<file path="src/rtl/mips_pkg.sv">
// Shared MIPS datapath types and default widths for decode/write-back stages.
// Latency: n/a (types and constants only).
// Backpressure: n/a.
package mips_pkg;

   localparam int MIPS_DATA_W = 32;
   localparam int MIPS_ADDR_W = 5;

   typedef logic [MIPS_DATA_W-1:0] reg_data_t;
   typedef logic [MIPS_ADDR_W-1:0] reg_addr_t;

endpackage

</file>
<file path="src/rtl/reg_file_sb_if.sv">
// Register-file bus: two read ports, one issue port, two write-back ports.
// Latency: reads combinational, writes/issues take effect on the next edge.
// Backpressure: none; every issue and write is accepted when presented.
interface reg_file_sb_if
   import mips_pkg::*;
#(
   parameter int DATA_W = MIPS_DATA_W,
   parameter int ADDR_W = MIPS_ADDR_W
);

   logic [ADDR_W-1:0] REG_address1;
   logic [ADDR_W-1:0] REG_address2;
   logic [DATA_W-1:0] REG_data_out1;
   logic [DATA_W-1:0] REG_data_out2;
   logic              REG_busy_out1;
   logic              REG_busy_out2;
   logic              REG_issue;
   logic [ADDR_W-1:0] REG_address_issue;
   logic              REG_write_0;
   logic              REG_write_1;
   logic [ADDR_W-1:0] REG_address_wr0;
   logic [ADDR_W-1:0] REG_address_wr1;
   logic [DATA_W-1:0] REG_data_wb_in0;
   logic [DATA_W-1:0] REG_data_wb_in1;
   logic [ADDR_W:0]   REG_busy_count;

   // Pipeline side: decode drives addresses/issue, write-back drives results.
   modport master (
      output REG_address1, REG_address2,
      output REG_issue, REG_address_issue,
      output REG_write_0, REG_write_1,
      output REG_address_wr0, REG_address_wr1,
      output REG_data_wb_in0, REG_data_wb_in1,
      input  REG_data_out1, REG_data_out2,
      input  REG_busy_out1, REG_busy_out2,
      input  REG_busy_count
   );

   // Register-file side.
   modport slave (
      input  REG_address1, REG_address2,
      input  REG_issue, REG_address_issue,
      input  REG_write_0, REG_write_1,
      input  REG_address_wr0, REG_address_wr1,
      input  REG_data_wb_in0, REG_data_wb_in1,
      output REG_data_out1, REG_data_out2,
      output REG_busy_out1, REG_busy_out2,
      output REG_busy_count
   );

endinterface

</file>
<file path="src/rtl/reg_scoreboard.sv">
// Busy scoreboard: per-register pending-write bits plus a running busy count.
// Latency: set/clear and count visible 1 cycle after the edge.
// Backpressure: none; issue and both clears are applied every cycle.
module reg_scoreboard
   import mips_pkg::*;
#(
   parameter int ADDR_W   = MIPS_ADDR_W,
   parameter int ZERO_REG = 1
)(
   input  logic                   SYS_clk,
   input  logic                   SYS_rst_n,
   input  logic                   i_issue,
   input  logic [ADDR_W-1:0]      i_addr_issue,
   input  logic                   i_wr0,
   input  logic [ADDR_W-1:0]      i_addr_wr0,
   input  logic                   i_wr1,
   input  logic [ADDR_W-1:0]      i_addr_wr1,
   output logic [(1<<ADDR_W)-1:0] o_busy,
   output logic [ADDR_W:0]        o_busy_count
);

   localparam int NUM_REGS = 1 << ADDR_W;
   localparam int CNT_W    = ADDR_W + 1;

   logic [NUM_REGS-1:0] r_busy;
   logic [CNT_W-1:0]    r_count;
   logic [NUM_REGS-1:0] w_busy_next;
   logic                w_set_v;
   logic                w_clr0_v;
   logic                w_clr1_v;
   logic                w_rise;
   logic                w_fall0;
   logic                w_fall1;

   // Register 0 is hard-wired when ZERO_REG is set, so its traffic is dropped here.
   assign w_set_v  = i_issue && !((ZERO_REG != 0) && (i_addr_issue == '0));
   assign w_clr0_v = i_wr0   && !((ZERO_REG != 0) && (i_addr_wr0   == '0));
   assign w_clr1_v = i_wr1   && !((ZERO_REG != 0) && (i_addr_wr1   == '0));

   // Transitions against the live busy vector: a set overrides a clear on the
   // same register, and a dual write to one register counts as a single fall.
   assign w_rise  = w_set_v && !r_busy[i_addr_issue];
   assign w_fall0 = w_clr0_v && r_busy[i_addr_wr0]
                    && !(w_set_v && (i_addr_issue == i_addr_wr0));
   assign w_fall1 = w_clr1_v && r_busy[i_addr_wr1]
                    && !(w_set_v && (i_addr_issue == i_addr_wr1))
                    && !(w_clr0_v && (i_addr_wr0 == i_addr_wr1));

   // Next busy vector: clears first, then the issue so that set wins.
   always_comb begin
      w_busy_next = r_busy;
      if (w_clr0_v) w_busy_next[i_addr_wr0]   = 1'b0;
      if (w_clr1_v) w_busy_next[i_addr_wr1]   = 1'b0;
      if (w_set_v)  w_busy_next[i_addr_issue] = 1'b1;
   end

   // Busy state and counter; reset drops all pending writes.
   always_ff @(posedge SYS_clk) begin
      if (!SYS_rst_n) begin
         r_busy  <= '0;
         r_count <= '0;
      end else begin
         r_busy  <= w_busy_next;
         r_count <= r_count + CNT_W'(w_rise) - CNT_W'(w_fall0) - CNT_W'(w_fall1);
      end
   end

   assign o_busy       = r_busy;
   assign o_busy_count = r_count;

endmodule

</file>
<file path="src/rtl/reg_file_sb.sv">
// Decode-stage register file with two read ports, two write-back ports and busy scoreboard.
// Latency: reads 0 cycles (optionally bypassing same-cycle writes), writes 1 cycle.
// Backpressure: none; all writes and issues are accepted in the cycle presented.
module reg_file_sb
   import mips_pkg::*;
#(
   parameter int DATA_W   = MIPS_DATA_W,
   parameter int ADDR_W   = MIPS_ADDR_W,
   parameter int ZERO_REG = 1,
   parameter int BYPASS   = 1
)(
   input  logic         SYS_clk,
   input  logic         SYS_rst_n,
   reg_file_sb_if.slave bus
);

   localparam int NUM_REGS = 1 << ADDR_W;

   logic [DATA_W-1:0]   r_regs [NUM_REGS];
   logic [NUM_REGS-1:0] w_busy;
   logic                w_wr0_v;
   logic                w_wr1_v;
   logic                w_iss_v;
   logic [ADDR_W-1:0]   w_rd_addr [2];
   logic [DATA_W-1:0]   w_rd_data [2];
   logic                w_rd_busy [2];

   assign w_wr0_v = bus.REG_write_0 && !((ZERO_REG != 0) && (bus.REG_address_wr0 == '0));
   assign w_wr1_v = bus.REG_write_1 && !((ZERO_REG != 0) && (bus.REG_address_wr1 == '0));
   assign w_iss_v = bus.REG_issue   && !((ZERO_REG != 0) && (bus.REG_address_issue == '0));

   reg_scoreboard #(
      .ADDR_W   (ADDR_W),
      .ZERO_REG (ZERO_REG)
   ) u_sb (
      .SYS_clk      (SYS_clk),
      .SYS_rst_n    (SYS_rst_n),
      .i_issue      (bus.REG_issue),
      .i_addr_issue (bus.REG_address_issue),
      .i_wr0        (bus.REG_write_0),
      .i_addr_wr0   (bus.REG_address_wr0),
      .i_wr1        (bus.REG_write_1),
      .i_addr_wr1   (bus.REG_address_wr1),
      .o_busy       (w_busy),
      .o_busy_count (bus.REG_busy_count)
   );

   // Storage: port 1 is written last so it wins a same-address collision.
   always_ff @(posedge SYS_clk) begin
      if (!SYS_rst_n) begin
         for (int i = 0; i < NUM_REGS; i++) r_regs[i] <= '0;
      end else begin
         if (w_wr0_v) r_regs[bus.REG_address_wr0] <= bus.REG_data_wb_in0;
         if (w_wr1_v) r_regs[bus.REG_address_wr1] <= bus.REG_data_wb_in1;
      end
   end

   assign w_rd_addr[0] = bus.REG_address1;
   assign w_rd_addr[1] = bus.REG_address2;

   // Read muxes: bypass a matching write (port 1 first); a forwarded result is
   // not busy unless the same register is being re-issued this cycle.
   always_comb begin
      for (int p = 0; p < 2; p++) begin
         w_rd_data[p] = r_regs[w_rd_addr[p]];
         w_rd_busy[p] = w_busy[w_rd_addr[p]];
         if (BYPASS != 0) begin
            if (w_wr1_v && (bus.REG_address_wr1 == w_rd_addr[p])) begin
               w_rd_data[p] = bus.REG_data_wb_in1;
               w_rd_busy[p] = w_iss_v && (bus.REG_address_issue == w_rd_addr[p]);
            end else if (w_wr0_v && (bus.REG_address_wr0 == w_rd_addr[p])) begin
               w_rd_data[p] = bus.REG_data_wb_in0;
               w_rd_busy[p] = w_iss_v && (bus.REG_address_issue == w_rd_addr[p]);
            end
         end
         if ((ZERO_REG != 0) && (w_rd_addr[p] == '0)) begin
            w_rd_data[p] = '0;
            w_rd_busy[p] = 1'b0;
         end
      end
   end

   assign bus.REG_data_out1 = w_rd_data[0];
   assign bus.REG_data_out2 = w_rd_data[1];
   assign bus.REG_busy_out1 = w_rd_busy[0];
   assign bus.REG_busy_out2 = w_rd_busy[1];

endmodule

</file>
<file path="src/flat_wrapper.sv">
// flat-port wrapper written by rule: the top's interface ports become plain ports
module reg_file_sb_flat import mips_pkg::*;
#(
   parameter int DATA_W   = MIPS_DATA_W,
   parameter int ADDR_W   = MIPS_ADDR_W,
   parameter int ZERO_REG = 1,
   parameter int BYPASS   = 1
)
  (SYS_clk, SYS_rst_n, bus_REG_address1, bus_REG_address2, bus_REG_issue, bus_REG_address_issue, bus_REG_write_0, bus_REG_write_1, bus_REG_address_wr0, bus_REG_address_wr1, bus_REG_data_wb_in0, bus_REG_data_wb_in1, bus_REG_data_out1, bus_REG_data_out2, bus_REG_busy_out1, bus_REG_busy_out2, bus_REG_busy_count);
  reg_file_sb_if #(.DATA_W(DATA_W), .ADDR_W(ADDR_W)) bus_i ();
  input  logic SYS_clk;
  input  logic SYS_rst_n;
  input wire logic [$bits(bus_i.REG_address1)-1:0] bus_REG_address1;
  input wire logic [$bits(bus_i.REG_address2)-1:0] bus_REG_address2;
  input wire logic [$bits(bus_i.REG_issue)-1:0] bus_REG_issue;
  input wire logic [$bits(bus_i.REG_address_issue)-1:0] bus_REG_address_issue;
  input wire logic [$bits(bus_i.REG_write_0)-1:0] bus_REG_write_0;
  input wire logic [$bits(bus_i.REG_write_1)-1:0] bus_REG_write_1;
  input wire logic [$bits(bus_i.REG_address_wr0)-1:0] bus_REG_address_wr0;
  input wire logic [$bits(bus_i.REG_address_wr1)-1:0] bus_REG_address_wr1;
  input wire logic [$bits(bus_i.REG_data_wb_in0)-1:0] bus_REG_data_wb_in0;
  input wire logic [$bits(bus_i.REG_data_wb_in1)-1:0] bus_REG_data_wb_in1;
  output wire logic [$bits(bus_i.REG_data_out1)-1:0] bus_REG_data_out1;
  output wire logic [$bits(bus_i.REG_data_out2)-1:0] bus_REG_data_out2;
  output wire logic [$bits(bus_i.REG_busy_out1)-1:0] bus_REG_busy_out1;
  output wire logic [$bits(bus_i.REG_busy_out2)-1:0] bus_REG_busy_out2;
  output wire logic [$bits(bus_i.REG_busy_count)-1:0] bus_REG_busy_count;
  assign bus_i.REG_address1 = bus_REG_address1;
  assign bus_i.REG_address2 = bus_REG_address2;
  assign bus_i.REG_issue = bus_REG_issue;
  assign bus_i.REG_address_issue = bus_REG_address_issue;
  assign bus_i.REG_write_0 = bus_REG_write_0;
  assign bus_i.REG_write_1 = bus_REG_write_1;
  assign bus_i.REG_address_wr0 = bus_REG_address_wr0;
  assign bus_i.REG_address_wr1 = bus_REG_address_wr1;
  assign bus_i.REG_data_wb_in0 = bus_REG_data_wb_in0;
  assign bus_i.REG_data_wb_in1 = bus_REG_data_wb_in1;
  assign bus_REG_data_out1 = bus_i.REG_data_out1;
  assign bus_REG_data_out2 = bus_i.REG_data_out2;
  assign bus_REG_busy_out1 = bus_i.REG_busy_out1;
  assign bus_REG_busy_out2 = bus_i.REG_busy_out2;
  assign bus_REG_busy_count = bus_i.REG_busy_count;
  reg_file_sb #(.DATA_W(DATA_W), .ADDR_W(ADDR_W), .ZERO_REG(ZERO_REG), .BYPASS(BYPASS)) u_core (.SYS_clk(SYS_clk), .SYS_rst_n(SYS_rst_n), .bus(bus_i));
endmodule
</file>
<file path="config.mk">
export PLATFORM = sky130hd
export DESIGN_NAME = reg_file_sb_flat
export DESIGN_NICKNAME = d
export VERILOG_FILES = /design/src/rtl/mips_pkg.sv /design/src/rtl/reg_file_sb_if.sv /design/src/rtl/reg_scoreboard.sv /design/src/rtl/reg_file_sb.sv /design/src/flat_wrapper.sv
export SDC_FILE = /design/constraint.sdc
export NUM_CORES = 2
export LEC_CHECK = 0
export CORE_ASPECT_RATIO = 1.75
export CORE_MARGIN = 1
export CORE_UTILIZATION = 40
export CTS_BUF_LIST = sky130_fd_sc_hd__clkbuf_4
export DETAILED_ROUTE_END_ITERATION = 10
export PLACE_DENSITY_LB_ADDON = 0.2
export SYNTH_ARGS = -nofsm -noshare
export SYNTH_HDL_FRONTEND = slang
export SYNTH_HIERARCHICAL = 1
export SYNTH_SLANG_ARGS = --single-unit
</file>
<file path="constraint.sdc">
create_clock -name SYS_clk -period 5 [get_ports SYS_clk]
set_input_delay 0.75 -clock SYS_clk [delete_from_list [all_inputs] [get_ports SYS_clk]]
set_output_delay 0.75 -clock SYS_clk [all_outputs]
set_load 0.03 [all_outputs]
</file>
Yosys cells after proc, flatten, opt, wreduce, memory -nomap -nowiden
Memory sizes are Yosys's and may differ from the RTL's.
Index checks and enable logic that the tools add are counted.
{ "totals": {"regBits": 38, "mem_bits_rw": 1024, "input_bits": 94, "out_inout_bits": 72, "wordCells": 107, "n_memories": 1} }
{ "op_classes": {"addsub": 3, "magnitude_cmp": 8, "n_eq_ne": 9, "muxes": 44, "n_bitwise": 5, "reduce_logical": 35} }
{ "memory_table": {"columns": ["memory", "depth", "width", "read_ports", "rd_clocked_by_memory_dff", "wr", "line_no", "text"], "rows": [
  ["u_core.r_regs", 32, 32, 2, 0, 32, "reg_file_sb.sv:19", "logic [DATA_W-1:0] r_regs [NUM_REGS];"]
]} }
{ "op_table": {"columns": ["operator", "n"], "rows": [
  ["2-to-1 mux 32 bit", 11],
  ["AND 32 bit", 2],
  ["inverter 32 bit", 2],
  ["OR reduction 32 bit", 2],
  ["== test 5 bit", 9],
  ["OR 32 bit", 1],
  ["less-than comparator 5 x 6 -> 1 bit (second input constant)", 5],
  ["binary-select mux 1 bit (select 5 bit)", 5],
  ["zero test 5 bit", 5],
  ["2-to-1 mux 1 bit", 23],
  ["logical AND 1 bit", 21],
  ["demux 1 bit (select 5 bit)", 3],
  ["greater-or-equal comparator 5 x 1 -> 1 bit (second input constant)", 3],
  ["subtractor 6 x 1 -> 6 bit", 2],
  ["2-to-1 mux 5 bit", 2],
  ["zero test 1 bit", 7],
  ["adder 6 x 1 -> 6 bit", 1]
]} }

Logic depth before layout (Yosys ltp)
{ "depth": {"word_depth": 11, "mapped_depth": 16} }

Modules after synthesis
Netlist, hierarchy kept.
{ "by_module_without_submodules": {"columns": ["module", "instances", "cells_each", "area_each_um2", "seq_area_each_um2"], "rows": [
  ["reg_file_sb", 1, 4056, 60310.3, 30749.5],
  ["reg_scoreboard", 1, 330, 3096.7, 760.7]
]} }

Worst setup path after synthesis
Ideal clock, no wire load.
{ "synth_path": {"path_type": "input port to flip-flop", "start": "input port bus_REG_address_wr1[0]", "end": "register u_core.u_sb.r_count[5], in the netlist u_core/u_sb/o_busy_count[5]", "t_arrival_ns": 3.903, "required_time_ns": 4.885, "path_slack_ns": 0.982, "stages": 16, "n_path_buf": 2, "cell_sequence": "buf_2 -> buf_6 -> mux4_2 -> mux2i_1 -> nor2_1 -> a211oi_2 -> a31oi_1 -> fa_1 -> inv_1 -> ha_1 -> ha_1 -> fa_1 -> a21o_1 -> a21oi_1 -> xnor2_1 -> and2_1"} }
{ "synth_via": {"elab_chain_len": 7, "word_cells_on_any_way": 15} }
{ "synth_rtl": {"columns": ["item", "line_no", "text"], "rows": [
  ["from (decl)", "flat_wrapper.sv:20", "input wire logic [$bits(bus_i.REG_address_wr1)-1:0] bus_REG_address_wr1;"],
  ["branches (longest 5 deep; another with binary-select mux 1 bit (select 5 bit))", null, null],
  ["logical AND 1 bit (*)", "reg_scoreboard.sv:47", "&& !(w_clr0_v && (i_addr_wr0 == i_addr_wr1));"],
  ["subtractor 6 x 1 -> 6 bit (*)", "reg_scoreboard.sv:64", "r_count <= r_count + CNT_W'(w_rise) - CNT_W'(w_fall0) - CNT_W'(w_fall1);"],
  ["to (signal assigned)", "reg_scoreboard.sv:64", null],
  ["to (decl)", "reg_scoreboard.sv:26", "logic [CNT_W-1:0] r_count;"]
]} }
Every way passes the cells marked *. The select of a mux whose other input is x is not followed.
A chain may end at the register's enable or synchronous reset.

Worst setup path after layout
{ "layout_path": {"start": "input port bus_REG_address1[3]", "end": "output port bus_REG_data_out1[31]"} }
{ "layout_via": {"elab_chain_len": 5, "word_cells_on_any_way": 9} }
{ "layout_rtl": {"columns": ["item", "line_no", "text"], "rows": [
  ["from (decl)", "flat_wrapper.sv:13", "input wire logic [$bits(bus_i.REG_address1)-1:0] bus_REG_address1;"],
  ["branches (longest 4 deep; another with memory read (32 x 32 bit))", null, null],
  ["2-to-1 mux 32 bit (*)", "reg_file_sb.sv:76", "if ((ZERO_REG != 0) && (w_rd_addr[p] == '0)) begin"],
  ["to (decl)", "flat_wrapper.sv:23", "output wire logic [$bits(bus_i.REG_data_out1)-1:0] bus_REG_data_out1;"]
]} }
Every way passes the cells marked *.

==> flow_summary_export.csv <==
group,metric,value,unit
outcome,status,"finished, final reports clean",
setup_path,worstPathRequired,4.25,ns
timing,clock_skew,0.0717,ns
setup_path,cp-start-kind,"primary input",
setup_path,critPathKind,"in -> out",
setup_path,crit_arrival,4.22,ns
yosys,synthCells,4386,
detailed_routing,drc,0,
timing,setup_viol,0,
yosys,netlist_area,63400,sq um
grt,grt_max_degree,78,
timing,setup_tns,0,ns
die,initial_utilization,0.402,
placement,gp_congestion,0.959,
setup_path,critPathLaunch,"bus_REG_address1[3]",
detailed_routing,first_iter_violations,7518,
yosys,async_reset_ff_frac,0,
cells_and_area,area_growth,15.3,%
power_and_ir_drop,power_leakage,24.9,nW
clock_network,path_clk_slew,0.07,ns
clock_network,clock_latency,1.19,ns
clock_network,cts_hold_buf,0,
timing,timing.hold.ws,0.425,ns
yosys,yosysSeqAreaShare,0.497,
grt,antenna_found_initial,18,
cells_and_area,final_cell_mix,"edfxtp_1 (1024), a22o_1 (993), mux4_2 (585)",
grt,grt_pass1_vias,50800,
setup_path,worstSetupEndpointType,"primary output",
yosys,yosysWarnings,6,
placement,hpwlAfterDp,184,mm
die,io_pins,166,
setup_path,critPathMaxFanout,7,
timing,min_period,4.97,ns
cells_and_area,drive_gt1_frac,0.345,
detailed_routing,viasPerCell,7.53,
grt,grt_overflow_total,0,
timing,fmax,201,MHz
clock_network,htreeDepth,5,
die,die_height,529,microns
cells_and_area,fillers,13700,
power_and_ir_drop,irDropWorstVdd,0.000141,V
detailed_routing,routedWlPerCell,44.8,microns
setup_path,reg2reg_from,"u_core/u_sb/o_busy[26]",
clock_network,cts_made_buffers,272,
job,drv_cap,0,
placement,port_buffers,165,
die,dieArea,160000,sq um
clock_network,clock-sinks,1062,
yosys,ys.flop_type,"edfxtp_1",
timing,hold_viol,0,
placement,dp_cells,6343,
min_path,min_from,"bus_REG_data_wb_in0[22]",
min_path,whs_endpoint,"u_core/r_regs[2][22]",
min_path,worstHoldPathType,"in -> reg",
min_path,whs_path_depth,2,
yosys,synth_seq_cells,1062,
detailed_routing,routed_wl,306,mm
cells_and_area,finalNetCount,4680,
die,die_w,303,microns
grt,grt_pass1_wl,408,mm
die,core,158000,sq um
setup_path,reg2reg_slack,1.22,ns
timing,slew_headroom,0.0127,
detailed_routing,ant_nets,0,
clock_network,cts_tree,"done",
clock_network,cts.path.max_buffers,4,
detailed_routing,firstDrtPassIters,8,
setup_path,reg2reg_depth,14,
detailed_routing,vias,51300,
yosys,synth_edf_count,1024,
timing,fin_crit_sh,0.995,
cells_and_area,fin_cells,6816,
die,rows,193,
setup_path,r2r_end,"u_core/u_sb/o_busy_count[5]",
yosys,synthDistinctLibCells,70,
timing,tightest_slew,1.48,ns
power_and_ir_drop,powerDensity,308,nW/um^2
grt,grt_use_total,0.376,
yosys,syn_area_per_cell,14.5,sq um
timing,slew_violations,0,
clock_network,cts_root_buf,"clkbuf_4",
cells_and_area,final_common_cell,"edfxtp_1",
metrics by stage:
stage           util  cell area, sq um  total power, mW  setup WS, ns
2_1_floorplan      -             63500             13.0         0.982
3_3_place_gp   0.442             69700             14.8       0.00125
3_5_place_dp   0.442             69700             14.8        -0.151
4_1_cts        0.463             73000             22.4        0.0692
5_1_grt        0.463             73100             23.0      -0.00247
6_report       0.464             73100             22.5        0.0255
cell families after synthesis:
group	after synthesis	synth area share
AOI/OAI and AO/OA	1338	0.177
DFF	1062	0.497
buffers and inverters	720	0.0453
muxes	718	0.230
and+or+nand+nor	490	0.0424
xor gates and xnor gates	49	0.00677
adders and majority gates	8	0.00182
other	1	0.0000591
synth_stat cells, drive strengths merged, types with 30 or more instances:
cell    count  share of area
a211oi     76         0.0091
a22o      993           0.14
a22oi     102          0.012
buf       193          0.014
clkbuf    498          0.029
dfxtp      38          0.012
edfxtp   1024           0.48
mux2       54         0.0096
mux2i      79          0.012
mux4      585           0.21
nand2     106         0.0063
nand3      38         0.0038
nor2      102         0.0061
nor2b      79         0.0078
nor3       42         0.0035
o211ai     30         0.0036
final cells by class:
cell class                 count  area [sq um]  share of cell area
antenna                       13          32.5            0.000445
clock buffer                 379          2850              0.0389
clock inverter                73           455             0.00623
inverter                      29           113             0.00154
multi-input combinational   2636         29700               0.406
sequential                  1062         31500               0.431
tap                         2047          2560              0.0350
timing repair buffer         577          5930              0.0811
power by group:
| part | leakage, nW | switching [mW] | internal [mW] |
|---|---|---|---|
| logic | 12.9 | 2.46 | 1.78 |
| clock network | 1.98 | 3.91 | 3.80 |
| registers | 10.1 | 0.280 | 10.3 |
| total | 24.9 | 6.64 | 15.9 |
state kept, by name, summed over array words and instances, names as in the netlist:
signal and flops:
u_core/u_sb/o_busy_count 6, u_core/r_regs 1024, u_core/u_sb/o_busy 32
layer usage:
| metal | vias to the layer above | share of wire | GRT usage |
|---|---|---|---|
| met5 | - | 0.00017 | 0 |
| met1 | 26000 | 0.31 | 0.410 |
| met3 | 1618 | 0.13 | 0.117 |
| met2 | 4753 | 0.46 | 0.586 |
| li1 | 18900 | - | - |
| met4 | 8 | 0.10 | 0.331 |
worst max-delay path, stage by stage:
cell	delay [ns]
clkdlybuf4s50_1	0.94
buf_4	0.30
clkinv_2	0.34
buf_4	0.29
o31ai_4	0.07
buf_12	0.18
a211oi_1	0.05
a2111oi_0	0.60
buf_4	0.21
nor2_1	0.15
buf_4	0.18
buf_4	0.16
worst max-delay path by stage:
stage | end | slack (ns) | cells after the start
finish | bus_REG_data_out1[31] | 0.03 | 12
global route | bus_REG_data_out1[31] | -0.002 | 11
CTS | bus_REG_data_out2[6] | 0.07 | 10
detailed placement | bus_REG_data_out1[31] | -0.15 | 11
global placement | bus_REG_data_out1[31] | 0.001 | 11
floorplan | u_core/u_sb/o_busy_count[5] | 0.98 | 16
timing repair:
action,4_1_cts,5_1_grt
gates cloned,0,1
resized for setup,0,2
setup endpoints to repair,2,3
buffers inserted,3,4
pin swaps,1,1
Power figures use the tool's default switching activity.
